## config.mk

```make
export PLATFORM = sky130hd
export DESIGN_NAME = ham_enc_pipe
export DESIGN_NICKNAME = d
export VERILOG_FILES = /design/src/rtl/ham_enc_pipe.sv
export SDC_FILE = /design/constraint.sdc
export NUM_CORES = 1
export LEC_CHECK = 0
export CORE_UTILIZATION = 55
export DETAILED_ROUTE_END_ITERATION = 16
export PLACE_DENSITY = 0.88
export SLEW_MARGIN = 5
export SYNTH_ARGS = -nofsm -noshare
export SYNTH_HDL_FRONTEND = slang
export SYNTH_SLANG_ARGS = --single-unit
```

## constraint.sdc

```tcl
create_clock -name i_clk -period 4.8 [get_ports i_clk]
set_input_delay 1.2 -clock i_clk [delete_from_list [all_inputs] [get_ports i_clk]]
set_output_delay 1.2 -clock i_clk [all_outputs]
set_load 0.01 [all_outputs]
```

## src/rtl/ham_enc_pipe.sv

```systemverilog
// ham_enc_pipe: two-stage Hamming(12,8) encoder with a valid/ready handshake.
// Stage 1 registers the payload byte and the error-injection request.
// Stage 2 registers the encoded codeword, with any requested bit flips applied,
// and the overall parity of that word.
// Both stages advance independently. A bubble in stage 2 therefore lets stage 1
// keep accepting data while the output is stalled.
module ham_enc_pipe #(
  parameter int CNT_W      = 16,
  parameter bit INJ_ENABLE = 1'b1
) (
  input  logic             i_clk,
  input  logic             i_rst_n,
  input  logic             i_valid,
  output logic             o_ready,
  input  logic [7:0]       i_data,
  input  logic             i_inj_en,
  input  logic             i_inj_double,
  input  logic [3:0]       i_inj_pos,
  output logic             o_valid,
  input  logic             i_ready,
  output logic [11:0]      o_codeword,
  output logic             o_parity,
  output logic [CNT_W-1:0] o_word_cnt,
  input  logic             i_cnt_clr
);

  // Codeword layout shared with the decoder's syndrome logic.
  // Data occupies indices 2, 4-6 and 8-11.
  // Parity occupies indices 0, 1, 3 and 7.
  function automatic logic [11:0] encodeByte(input logic [7:0] d);
    logic [11:0] cw;
    cw       = '0;
    cw[2]    = d[0];
    cw[6:4]  = d[3:1];
    cw[11:8] = d[7:4];
    cw[0]    = cw[2] ^ cw[4] ^ cw[6] ^ cw[8] ^ cw[10];
    cw[1]    = cw[2] ^ cw[5] ^ cw[6] ^ cw[9] ^ cw[10];
    cw[3]    = cw[4] ^ cw[5] ^ cw[6] ^ cw[11];
    cw[7]    = cw[8] ^ cw[9] ^ cw[10] ^ cw[11];
    return cw;
  endfunction

  // Stage 1 state.
  logic        r_s1Valid;
  logic [7:0]  r_s1Data;
  logic        r_s1InjEn;
  logic        r_s1InjDouble;
  logic [3:0]  r_s1InjPos;

  // Stage 2 state. This state drives the outputs directly.
  logic        r_s2Valid;
  logic [11:0] r_s2Codeword;
  logic        r_s2Parity;

  logic [CNT_W-1:0] r_wordCnt;

  // Flow-control and datapath wires.
  logic        w_adv1;
  logic        w_adv2;
  logic        w_inHs;
  logic        w_outHs;
  logic [11:0] w_cwRaw;
  logic [11:0] w_injMask;
  logic [11:0] w_cwOut;
  logic        w_parOut;
  logic [3:0]  w_pos2;

  // Each stage may load when it is empty or when its contents are leaving.
  // The stall decision ripples backward within a single cycle.
  always_comb begin
    w_adv2  = ~r_s2Valid | i_ready;
    w_adv1  = ~r_s1Valid | w_adv2;
    w_inHs  = i_valid & w_adv1;
    w_outHs = r_s2Valid & i_ready;
  end

  // Stage 1 captures the payload and the injection request on an input handshake.
  // The valid flag clears when the stage advances with nothing new arriving.
  always_ff @(posedge i_clk) begin
    if (!i_rst_n) begin
      r_s1Valid     <= 1'b0;
      r_s1Data      <= '0;
      r_s1InjEn     <= 1'b0;
      r_s1InjDouble <= 1'b0;
      r_s1InjPos    <= '0;
    end else if (w_adv1) begin
      r_s1Valid <= i_valid;
      if (i_valid) begin
        r_s1Data      <= i_data;
        r_s1InjEn     <= i_inj_en;
        r_s1InjDouble <= i_inj_double;
        r_s1InjPos    <= i_inj_pos;
      end
    end
  end

  // The second flipped bit wraps from index 11 back to index 0.
  always_comb begin
    w_pos2 = (r_s1InjPos == 4'd11) ? 4'd0 : (r_s1InjPos + 4'd1);
  end

  // Build the flip mask.
  // Positions 12-15 match no codeword index, so they produce an empty mask.
  // When injection is compiled out, the mask is held at zero.
  always_comb begin
    w_injMask = '0;
    if (INJ_ENABLE && r_s1InjEn) begin
      for (int i = 0; i < 12; i++) begin
        if (r_s1InjPos == i[3:0]) begin
          w_injMask[i] = 1'b1;
        end
        if (r_s1InjDouble && (r_s1InjPos < 4'd12) && (w_pos2 == i[3:0])) begin
          w_injMask[i] = 1'b1;
        end
      end
    end
  end

  // Encode, apply the flips, then take parity over the final word.
  // The parity therefore reflects what actually leaves the block.
  always_comb begin
    w_cwRaw  = encodeByte(r_s1Data);
    w_cwOut  = w_cwRaw ^ w_injMask;
    w_parOut = ^w_cwOut;
  end

  // Stage 2 holds its word while the output is stalled.
  // It loads whatever stage 1 offers when it is allowed to advance.
  always_ff @(posedge i_clk) begin
    if (!i_rst_n) begin
      r_s2Valid    <= 1'b0;
      r_s2Codeword <= '0;
      r_s2Parity   <= 1'b0;
    end else if (w_adv2) begin
      r_s2Valid <= r_s1Valid;
      if (r_s1Valid) begin
        r_s2Codeword <= w_cwOut;
        r_s2Parity   <= w_parOut;
      end
    end
  end

  // Output-beat counter.
  // A clear wins over a coincident handshake.
  always_ff @(posedge i_clk) begin
    if (!i_rst_n) begin
      r_wordCnt <= '0;
    end else if (i_cnt_clr) begin
      r_wordCnt <= '0;
    end else if (w_outHs) begin
      r_wordCnt <= r_wordCnt + {{(CNT_W-1){1'b0}}, 1'b1};
    end
  end

  // Drive the outputs from the stage-2 state and the flow-control wires.
  always_comb begin
    o_ready    = w_adv1;
    o_valid    = r_s2Valid;
    o_codeword = r_s2Codeword;
    o_parity   = r_s2Parity;
    o_word_cnt = r_wordCnt;
  end

endmodule

```

# Yosys cells after proc, flatten, opt, wreduce, memory -nomap -nowiden
# Cells that the tools add are included.
[word_totals]
regBits = 45
in_bits = 19
out_inout_bits = 31
word_cells = 100
[op_classes]
add_sub_neg = 2
order_cmp = 1
n_eq_ne = 22
muxes = 26
bitwise_logic = 21
n_reduce_logical = 19
[op_table]
columns = ["operator", "n"]
rows = [
  ["$eq 4x3->1 const B", 8],
  ["$eq 4x4->1 const B", 8],
  ["$mux 1", 24],
  ["$add 16x1->16 const B", 1],
  ["$eq 4x2->1 const B", 4],
  ["$xor 1x1->1", 14],
  ["$logic_and 1x1->1", 13],
  ["$mux 12", 1],
  ["$reduce_xor 12->1", 1],
  ["$xor 12x12->12", 1],
  ["$eq 4x1->1 const B", 2],
  ["$logic_not 4->1", 2],
  ["$add 4x1->4 const B", 1],
  ["$lt 4x4->1 const B", 1],
  ["$mux 4", 1],
  ["$reduce_and 2->1", 2],
  ["$not 1->1", 3],
  ["$or 1x1->1", 2],
  ["$reduce_or 2->1", 1],
  ["$and 1x1->1", 1],
]

# Depth between registers and ports, before layout
[logic_depth]
depth_word = 8
ltp_mapped = 8
depth_no_buf = 6

# Least setup slack after synthesis
# No wires, ideal clock.
[synth_timing]
kind = "input port to output port"
from = "in i_ready"
to = "out o_ready"
arrival_ps = 1529
required_ps = 3600
slack_ps = 2071
stages = 2
n_path_buf = 0
path_cell_list = "nor2b_1 nand2_1"
[synth_via]
elab_chain_cells = 2
[synth_lines]
columns = ["element", "line_no", "source"]
rows = [
  ["start: declaration", "20", "input logic i_ready,"],
  ["$or 1x1->1", "71", "w_adv2 = ~r_s2Valid | i_ready;"],
  ["$or 1x1->1", "72", "w_adv1 = ~r_s1Valid | w_adv2;"],
  ["end: declaration", "14", "output logic o_ready,"],
]
# No other way between the ends.

# Worst setup path after layout
# Same ends and word-level chain as after synthesis.

==> flow_summary.yaml <==
timing:
  slew_violations: 0
  tightest_slew_ps: 932
  fmax_mhz: 274
  timing_hold_violations_final: 0
  slew_headroom_pct: 37.7
  period_share_pct: 75.9
  fin_tns_setup_ps: 0
  finClkSkew_ps: 8.13
  grt_setup_unrepaired: "false"
  layout_min_cycle_time_ps: 3650
  setup_violations: 0
clocking:
  cts-resized-gates: 0
  cts_sinks: 45
  insertion_delay_ps: 300
  clk_transition_reported_paths_ps: 80
  root_buffer: "clkbuf_8"
  cts_hold_buf: 0
  h-tree-depth: 2
  numCtsBuffers: 5
  cts_tree: "done"
  postCtsSetupRepairBufs: 0
  clockBufferDepth: 2
grt:
  grt_max_degree: 31
  overflow: 0
  grt_pass1_wl_um: 7650
  grt_pass1_vias: 1781
  grt_usage_pct: 22.2
  antenna_found_initial: 0
hold_path:
  min-delay-start: "o_word_cnt[6]$_SDFFE_PP0P_"
  hold_path.class: "register to register"
  min_path_cells: 2
  hold_end: "o_word_cnt[6]$_SDFFE_PP0P_"
yosys:
  synth_top_area_share_pct: 38.4
  synth_edf_count: 0
  synth_sequential_area_ratio_pct: 38.4
  post_synth.cell_area_avg_sq_um: 8.56
  syn_area_sq_um: 2350
  yosys_register_bits: 45
  yosysMostFrequentCell: "nand2_1"
  synthCells: 274
  synth_common_cells: "54 x nand2_1, 45 x dfxtp_1, 20 x nor2_1, 20 x xor2_1, 16 x xnor2_1"
  synth_area_leaders: "dfxtp_1 38%, nand2_1 8.6%, xor2_1 7.5%, xnor2_1 6.0%, a21boi_0 4.8%"
  synth_nets: 294
  yosys.cell_types.count: 46
  yosysWarnings: 0
  synthFlopType: "dfxtp_1"
  ys_async_sr_fraction_pct: 0
  yosysTopAreaCell: "dfxtp_1"
pwr:
  p_seq_share_pct: 53.3
  irDropWorstVdd_uv: 193
  p_int_w: 0.000566
  power_w: 0.000767
  p_clk_share_pct: 29.2
  p_leak_nw: 1.12
  power.density_nw_per_um2: 263
  comb_power_share_pct: 17.4
  switching_power_w: 0.000201
  power_switching_share_pct: 26.2
critical_path:
  endpoint_kind: "output port"
  regToRegEndpoint: "o_parity$_SDFFE_PN0P_"
  worstSetupPathType: "input port to output port"
  critPathArrivalTime_ps: 2450
  r2r_slack_ps: 2760
  startpoint: "i_ready"
  r2r_start: "r_s1InjPos[2]$_SDFFE_PN0P_"
  r2r_cells: 6
  cp_max_fo: 4
  worstPathRequired_ps: 3600
  start_kind: "input port"
run:
  maxCapViolations: 0
routing:
  ant_nets: 0
  firstDrtPassIters: 4
  wl_per_cell_um: 12.6
  routed_wl_um: 4580
  viasPerCell: 5.39
  drt_iter0_markers: 181
  vias: 1951
  drc: 0
floorplan:
  die_h_um: 67.3
  core_sq_um: 4060
  dieWidth_um: 67.3
  start_util_pct: 57.8
  die_area_sq_um: 4530
  boundaryPins: 50
  rows: 23
cells_and_area:
  syn2layout_area_growth_pct: 24.1
  drive_gt1_share_pct: 5.45
  antenna_cells: 0
  fin_util_pct: 71.8
  nets: 331
status:
  status: "completed"
placed_design:
  portBuffers: 49
  post-dp-hpwl_um: 3320
  place_congestion: 0.845
[layout by cell type (no fill, tap or decap), drive strengths merged, types with 2 or more instances in the layout]
cell type | Yosys | final
xnor2 | 16 | 16
and2 | 2 | 2
and4 | 3 | 3
a21oi | 6 | 6
clkbuf | 14 | 5
clkinv | 0 | 2
nand2 | 54 | 54
nand2b | 2 | 2
nor2b | 8 | 8
nor3 | 4 | 4
and3 | 3 | 3
xor2 | 20 | 20
clkdlybuf4s50 | 0 | 49
nand4 | 4 | 4
o21ai | 6 | 6
nand3 | 8 | 8
a21boi | 15 | 15
o211a | 10 | 10
nor2 | 20 | 20
nor4b | 2 | 2
mux2i | 4 | 4
or3 | 2 | 2
nor3b | 4 | 4
dfxtp | 45 | 45
[power groups by stage]
stage               logic (W)  registers [W]  clock network [W]
global placement     0.000131       0.000417                  0
CTS                  0.000135       0.000409           0.000230
floorplan           0.0000929       0.000412                  0
global route         0.000147       0.000412           0.000244
finish               0.000134       0.000409           0.000224
detailed placement   0.000134       0.000417                  0
[flip-flops by register name, indices dropped and copies added, names as in the netlist]
name,count
o_word_cnt,16
o_codeword,12
r_s1Data,8
r_s1InjPos,4
o_parity,1
o_valid,1
r_s1InjDouble,1
r_s1InjEn,1
r_s1Valid,1
[stage by stage]
stage                     hold slack [ps]  instance area [sq um]  instances  setup slack, ps
final                                 489                   2910        362             1150
after global routing                  517                   2910        362             1050
after CTS                             489                   2910        362             1140
after detailed placement              475                   2830        354             1140
after global placement                468                   2830        354             1190
after floorplan                       477                   2350        274             2070
[layer usage]
layer / global-route usage (%) / share of wire (%) / routed length (um)
met1: 26.1 / 45 / 2080
met2: 39.9 / 50 / 2280
met3: 5.57 / 4.2 / 191
met4: 5.32 / 0.59 / 27
met5: 0 / 0 / 0
[area by class of cell]
class / instances / area (sq um)
multi-input combinational: 209 / 1360
timing repair buffer: 50 / 498
clock inverter: 3 / 17.5
sequential: 45 / 901
tap: 50 / 62.6
clock buffer: 5 / 68.8
fill: 325 / 1150
[cell families (layout without fill, tap and decap cells)]
group	count (synthesis)	in the layout	synth area share [%]
compound gates	44	44	14.1
xor+xnor	38	38	15.4
fa+ha+maj	1	1	0.533
buf+inv	20	58	3.47
flops	45	45	38.4
mux	4	4	1.71
simple gates	122	122	26.3
[worst max-delay path by stage]
stage	endpoint	slack (ps)	cells after the start
floorplan	o_ready	2070	2
global route	o_ready	1050	4
detailed placement	o_ready	1140	4
global placement	o_ready	1190	4
CTS	o_ready	1140	4
finish	o_ready	1150	4
[worst max-delay path, stage by stage]
cell and delay, ps:
clkdlybuf4s50_1 420, nor2b_1 220, nand2_1 120, clkdlybuf4s50_1 480
(Power assumes the default switching activity.)
